File: config.mk
export PLATFORM = sky130hd
export DESIGN_NAME = stopwatch_bcd
export DESIGN_NICKNAME = d
export VERILOG_FILES = /design/src/rtl/stopwatch_bcd.sv
export SDC_FILE = /design/constraint.sdc
export NUM_CORES = 1
export LEC_CHECK = 0
export CORE_ASPECT_RATIO = 0.8
export CORE_MARGIN = 1.5
export CORE_UTILIZATION = 54
export DETAILED_ROUTE_END_ITERATION = 10
export PLACE_DENSITY_LB_ADDON = 0.2
export SLEW_MARGIN = 20
export SYNTH_ARGS = -nofsm -noshare
export SYNTH_HDL_FRONTEND = slang
export SYNTH_SLANG_ARGS = --single-unit
File: constraint.sdc
create_clock -name clk -period 2.3 [get_ports clk]
set_input_delay 0.345 -clock clk [delete_from_list [all_inputs] [get_ports clk]]
set_output_delay 0.345 -clock clk [all_outputs]
set_load 0.02 [all_outputs]
File: src/rtl/stopwatch_bcd.sv
// Serial double-dabble binary-to-BCD converter for a stopwatch display, valid/ready on both sides.
// Define STOPWATCH_BCD_BLANK_EN to compile in leading-zero blank flags; otherwise blank is all zeros.
module stopwatch_bcd #(
  parameter int unsigned DATA_WIDTH = 16,
  parameter int unsigned DIGITS     = 5
) (
  input  logic                  clk,
  input  logic                  reset,
  input  logic                  in_valid,
  output logic                  in_ready,
  input  logic [DATA_WIDTH-1:0] bin,
  output logic                  out_valid,
  input  logic                  out_ready,
  output logic [4*DIGITS-1:0]   bcd,
  output logic [DIGITS-1:0]     blank
);

  localparam int unsigned SW = 4 * DIGITS;
  localparam int unsigned CW = $clog2(DATA_WIDTH + 1);

  typedef enum logic [1:0] {IDLE, SHIFT, DONE} state_t;

  state_t                r_state;
  logic [DATA_WIDTH-1:0] r_sreg;
  logic [SW-1:0]         r_scratch;
  logic [CW-1:0]         r_cnt;
  logic                  r_out_valid;
  logic [SW-1:0]         r_bcd;
  logic [DIGITS-1:0]     r_blank;

  logic [SW-1:0]         w_adj;
  logic [SW-1:0]         w_next;
  logic [DIGITS-1:0]     w_blank;

  // Add-3 correction on every digit that would overflow past 9 after doubling
  always_comb begin
    w_adj = r_scratch;
    for (int i = 0; i < int'(DIGITS); i++) begin
      if (r_scratch[4*i +: 4] >= 4'd5) begin
        w_adj[4*i +: 4] = r_scratch[4*i +: 4] + 4'd3;
      end
    end
  end

  assign w_next = (w_adj << 1) | SW'(r_sreg[DATA_WIDTH-1]);

  // Blank flags are derived from the value about to be loaded, so they stay aligned with bcd
  always_comb begin
    w_blank = '0;
`ifdef STOPWATCH_BCD_BLANK_EN
    begin
      logic w_zero;
      w_zero = 1'b1;
      for (int i = int'(DIGITS) - 1; i >= 1; i--) begin
        w_zero     = w_zero & (w_next[4*i +: 4] == 4'd0);
        w_blank[i] = w_zero;
      end
    end
`else
    w_blank = '0;
`endif
  end

  always_ff @(posedge clk) begin
    if (reset) begin
      r_state     <= IDLE;
      r_sreg      <= '0;
      r_scratch   <= '0;
      r_cnt       <= '0;
      r_out_valid <= 1'b0;
      r_bcd       <= '0;
      r_blank     <= '0;
    end else begin
      case (r_state)
        IDLE: begin
          if (in_valid) begin
            r_sreg    <= bin;
            r_scratch <= '0;
            r_cnt     <= CW'(DATA_WIDTH);
            r_state   <= SHIFT;
          end
        end
        SHIFT: begin
          r_scratch <= w_next;
          r_sreg    <= r_sreg << 1;
          r_cnt     <= r_cnt - CW'(1);
          // Last shift: publish the finished result; outputs never see partial values
          if (r_cnt == CW'(1)) begin
            r_bcd       <= w_next;
            r_blank     <= w_blank;
            r_out_valid <= 1'b1;
            r_state     <= DONE;
          end
        end
        DONE: begin
          if (out_ready) begin
            r_out_valid <= 1'b0;
            r_state     <= IDLE;
          end
        end
        default: r_state <= IDLE;
      endcase
    end
  end

  assign in_ready  = (r_state == IDLE);
  assign out_valid = r_out_valid;
  assign bcd       = r_bcd;
  assign blank     = r_blank;

endmodule

==> results_dict.tcl, run 1 <==
set metrics [dict create \
    status "completed" \
    synthesis.area_sq_mm 0.003157 \
    final_common_cell "nor2_1" \
    postCtsSetupRepairBufs 0 \
    end_kind "output port" \
    synth_cells 376 \
    first_pass_iters 5 \
    die_x_microns 88.49 \
    cp_slowest_stage_delay_ns 0.60 \
    wl_per_cell_microns 14.04 \
    r2r-start "r_cnt[1]" \
    yosysWarnings 0 \
    crit_path_start_kind "flop" \
    crit_path_end "in_ready" \
    r2r-end "bcd[13]" \
    relSlewSlack 0.3674 \
    numPortBuffers 41 \
    grt_max_degree 32 \
    yosysUniqueCellTypes 35 \
    powerDensity_mw_per_mm2 626.7 \
    cp_max_fo 22 \
    period_needed_ns 1.920 \
    cts_buffer_depth 2 \
    post-route-period-util 0.8347 \
    post-route-util 0.6836 \
    h-tree-depth 3 \
    grt_overflow 0 \
    synth_seq_area_share 0.4059 \
    grt_usage 0.2411 \
    drc_errors 0 \
    grt_pass1_wl_microns 11920 \
    routed_via_density 5.528 \
    final_cell_area_sq_mm 0.003797 \
    worst_pin_slew_ns 0.9455 \
    antenna_cells 0 \
    start_util 0.5682 \
    ios 47 \
    cts_resized 0 \
    final_cell_mix "nor2_1, dfxtp_1, a21oi_1" \
    startpoint "r_state[0]" \
    worst-endpoint-arrival_ns 1.57 \
    drt_iter0_drc 148 \
    setup_ws_ns 0.3801 \
    r2r_cells 5 \
    grt_setup_unrepaired "no" \
    hold_viol 0 \
    cp.depth 3 \
    rows 24 \
    coreArea_sq_mm 0.005555 \
    clk_pin_slew_ns 0.06 \
    numCtsBuffers 9 \
    layout-drive-gt1-share 0.1124 \
    nets 446 \
    cts.sinks 64 \
    cts_tree "yes" \
    finalClockSkew_ns 0.007174 \
    hold_depth 1 \
    gp_congestion 0.8095 \
    max_freq_ghz 0.5209 \
    r2r_slack_ns 0.42 \
    placed_area_sq_mm 0.003626 \
    cts_hold_buf 0 \
    vias 2742 \
    cp.required_ns 1.96 \
    clk_latency_ns 0.34 \
    setup_tns_ns 0 \
    drt-total-wl_microns 6965 \
    finalSetupViolCount 0 \
    syn_to_final_growth_pct 20.29 \
    die_area_sq_mm 0.006317 \
    critPathTopFamily "buffers and inverters" \
    ant_nets 0 \
    antenna_found_initial 0 \
    num-fill-cells 456 \
    slew_viol_final 0 \
    dpl.hpwl_microns 4742 \
    critPathSlowestCell "clkdlybuf4s50_1" \
    ys_ff_latch 64 \
    die_h_microns 71.39 \
    pre_cts_slack_ns 0.2162 \
    path_class "flop to output port" \
    avgSynthCellArea_sq_um 8.396 \
    cts_root_buf "clkbuf_8" \
    maxCapViolCount 0 \
    p_leak_nw 1.435 \
    path_buf_inv 2 \
    grt_pass1_vias 2623 \
    irDropWorstVdd_mv 0.4445 \
    hold_path_class "flop to flop" \
    crit_chain "buf_4 -> nor2_1 -> clkdlybuf4s50_1" \
    power_w 0.002380 \
]
## area by class of cell
type | count | area, sq um | share of cell area
Clock buffer | 11 | 151.4 | 0.03987
Clock inverter | 4 | 20.02 | 0.005272
Inverter | 23 | 86.33 | 0.02273
Multi-Input combinational cell | 263 | 1660 | 0.4372
Sequential cell | 64 | 1281 | 0.3374
Tap cell | 78 | 97.59 | 0.02570
Timing Repair Buffer | 53 | 500.5 | 0.1318
## synthesized netlist by cell type, drive strengths merged
master,number,share of area
dfxtp,64,0.41
or2,2,0.0040
o21ai,12,0.019
conb,1,0.0012
a311oi,1,0.0028
nor2b,6,0.012
a2111oi,6,0.017
nand2b,16,0.032
a21o,4,0.0095
xnor2,5,0.014
inv,23,0.027
o22ai,8,0.026
nor3b,12,0.029
o221a,7,0.025
clkbuf,20,0.024
nand3,5,0.0079
mux2,4,0.014
a21oi,42,0.067
o2bb2ai,10,0.028
a211oi,10,0.024
or3,1,0.0020
a22o,4,0.011
or4b,1,0.0044
mux2i,4,0.013
a22oi,5,0.012
a31oi,1,0.0020
nand2,5,0.0059
ha,12,0.048
nor3,9,0.014
nor2,66,0.079
buf,10,0.022
## through the flow
stage	hold slack (ns)	std cells
CTS	0.4725	496
global placement	0.4478	481
detailed placement	0.4524	481
finish	0.4780	496
floorplan	0.4323	380
global route	0.4955	496
## logic make-up (layout without fill, tap and decap cells)
group	count (synthesis)	in the layout	share of synthesized area
XOR/XNOR	5	5	0.01387
adder cells (fa/ha/maj)	12	12	0.04756
AND/OR/NAND/NOR	123	123	0.1899
multiplexers	8	8	0.02695
other	1	5	0.001188
flip-flops	64	64	0.4059
AO/OA/AOI/OAI	110	110	0.2418
buffers and inverters	53	91	0.07293
## state kept, by name (all words and copies together), names as in the netlist
| name | cells |
|---|---|
| r_scratch | 20 |
| r_state | 2 |
| out_valid | 1 |
| bcd | 20 |
| r_cnt | 5 |
| r_sreg | 16 |
## metal layers
metal / track usage / part of all wire / vias to the layer above
met1: 0.3203 / 0.50 / 1302
li1: - / - / 1379
met2: 0.3783 / 0.46 / 50
met3: 0.06221 / 0.035 / 11
met4: 0.09028 / 0.015 / 0
met5: 0 / 0 / -
## worst min path at each step
stage          slack [ns]             to          start
2_1_floorplan        0.43  r_scratch[17]  r_scratch[17]
3_3_place_gp         0.45  r_scratch[17]  r_scratch[17]
3_5_place_dp         0.45  r_scratch[17]  r_scratch[17]
4_1_cts              0.47  r_scratch[17]  r_scratch[17]
5_1_grt              0.50  r_scratch[17]  r_scratch[17]
6_report             0.48  r_scratch[17]  r_scratch[17]
## report_power, final
part | internal (W) | switching (W)
Clock | 0.000436 | 0.000411
Combinational | 0.000149 | 0.000187
Sequential | 0.00116 | 0.0000378
Note: power is estimated with default switching activity, not from simulation.
==> inputs of run 2 (changes only) <==
- clock period: 2.3 -> 1.85 ns (I/O delays scaled with it)
==> run 2 against run 1 <==
- cell count is 0.60% higher
- final area up 1.4%
- global-route usage grew 0.53 points
- utilization increased by 0.92 points
- non-clock buffer count increased by 2
- total power rose by 24%
- first-iteration DRC count down 3.4%
- flip-flop and latch count did not move
- largest power group unchanged
==> results_dict.tcl, run 2 (synthesized netlist as in run 1, its figures left out) <==
set metrics [dict create \
    status "completed" \
    final_cell_mix "nor2_1, dfxtp_1, a21oi_1" \
    multi_input_area_sq_mm 0.001673 \
    cts_hold_buf 0 \
    die_x_microns 88.49 \
    grt_overflow 0 \
    antenna_found_initial 0 \
    wl_per_cell_microns 14.36 \
    hold_viol 0 \
    slew_viol_final 0 \
    worst_pin_slew_ns 0.9725 \
    routed_via_density 5.473 \
    period_needed_ns 1.775 \
    drt-total-wl_microns 7168 \
    drt_iter0_drc 143 \
    nets 448 \
    clk_latency_ns 0.34 \
    hold_ws_ns 0.4657 \
    ant_nets 0 \
    die_area_sq_mm 0.006317 \
    gp_congestion 0.7600 \
    coreArea_sq_mm 0.005555 \
    maxCapViolCount 0 \
    final_common_cell "nor2_1" \
    cts_buffer_depth 2 \
    numPortBuffers 41 \
    hold_path_class "flop to flop" \
    finalSetupViolCount 0 \
    finalClockSkew_ns 0.006160 \
    seq_area_sq_mm 0.001284 \
    die_h_microns 71.39 \
    crit_chain "inv_2 -> ha_1 -> or4b_4 -> nor2_4 -> buf_12 -> nor2_1 -> a311oi_1" \
    layout-drive-gt1-share 0.1259 \
    max_freq_ghz 0.5633 \
    post-route-period-util 0.9596 \
    cp.required_ns 2.09 \
    numCtsBuffers 9 \
    grt_setup_unrepaired "yes" \
    clk_pin_slew_ns 0.07 \
    cts.sinks 64 \
    rows 24 \
    h-tree-depth 3 \
    cts_tree "yes" \
    ios 47 \
    cp_slowest_stage_delay_ns 0.52 \
    grt_usage 0.2464 \
    first_pass_iters 4 \
    end_kind "flop" \
    critPathSlowestCell "or4b_4" \
    start_util 0.5682 \
    antenna_cells 0 \
    path_class "flop to flop" \
    syn_to_final_growth_pct 21.92 \
    crit_path_start_kind "flop" \
    grt_pass1_wl_microns 11940 \
    worst-endpoint-arrival_ns 2.02 \
    p_leak_nw 1.451 \
    irDropWorstVdd_mv 0.6028 \
    num-fill-cells 465 \
    grt_max_degree 54 \
    drc_errors 0 \
    relSlewSlack 0.3493 \
    post-route-util 0.6928 \
    powerDensity_mw_per_mm2 765.7 \
    vias 2731 \
    grt_pass1_vias 2538 \
    cp_max_fo 20 \
    dpl.hpwl_microns 4714 \
    cts_root_buf "clkbuf_8" \
]
==> run 2: cell type report <==
class	instances	area share
Tap cell	78	0.02536
Multi-Input combinational cell	263	0.4347
Clock inverter	4	0.005202
Clock buffer	12	0.03771
Sequential cell	64	0.3335
Timing Repair Buffer	55	0.1411
Inverter	23	0.02243
==> run 2: worst max-delay path: cells and delay by family (launching register included) <==
family / cells / cell delay, ns
compound gates: 1 / 0.25
fa+ha+maj: 1 / 0.13
buf+inv: 2 / 0.22
flops: 1 / 0.33
simple gates: 3 / 0.73
==> run 2: where the power goes <==
group,switching [W],internal [W],total [W]
clock network,0.000514,0.000514,0.00103
registers,0.0000472,0.00144,0.00149
logic,0.000238,0.000192,0.000430
==> run 2: layer usage <==
| metal | vias to the layer above | routed length (microns) | GRT usage |
|---|---|---|---|
| li1 | 1392 | - | - |
| met4 | 0 | 72 | 0.06076 |
| met1 | 1274 | 3488 | 0.3348 |
| met3 | 7 | 287 | 0.07028 |
| met2 | 58 | 3320 | 0.3893 |
| met5 | - | 0 | 0 |
==> run 2: through the flow <==
step | worst slack, ns | setup TNS, ns | power [W] | instance area [sq um] | std cells
4_1_cts | 0.004573 | 0 | 0.002966 | 3830 | 499
2_1_floorplan | 0.2064 | 0 | 0.001792 | 3172 | 380
5_1_grt | -0.02451 | -0.03563 | 0.003093 | 3849 | 499
6_report | 0.07472 | 0 | 0.002947 | 3849 | 499
3_5_place_dp | -0.1280 | -0.8867 | 0.001938 | 3666 | 483
3_3_place_gp | -0.08951 | -0.5666 | 0.001929 | 3666 | 483
==> run 2: final timing paths <==
kind,start,endpoint,slack [ns],depth (start not counted)
max reg2reg,r_cnt[1],bcd[7],0.07,7
min,r_scratch[17],r_scratch[17],0.47,1
max,r_cnt[1],bcd[7],0.07,7
min reg2reg,r_scratch[17],r_scratch[17],0.47,1
==> run 2: repair_timing <==
| action | CTS | global route |
|---|---|---|
| gates cloned | 0 | 0 |
| gates resized for setup | 1 | 7 |
| endpoints found under the setup margin | 1 | 20 |
| buffers inserted | 0 | 0 |
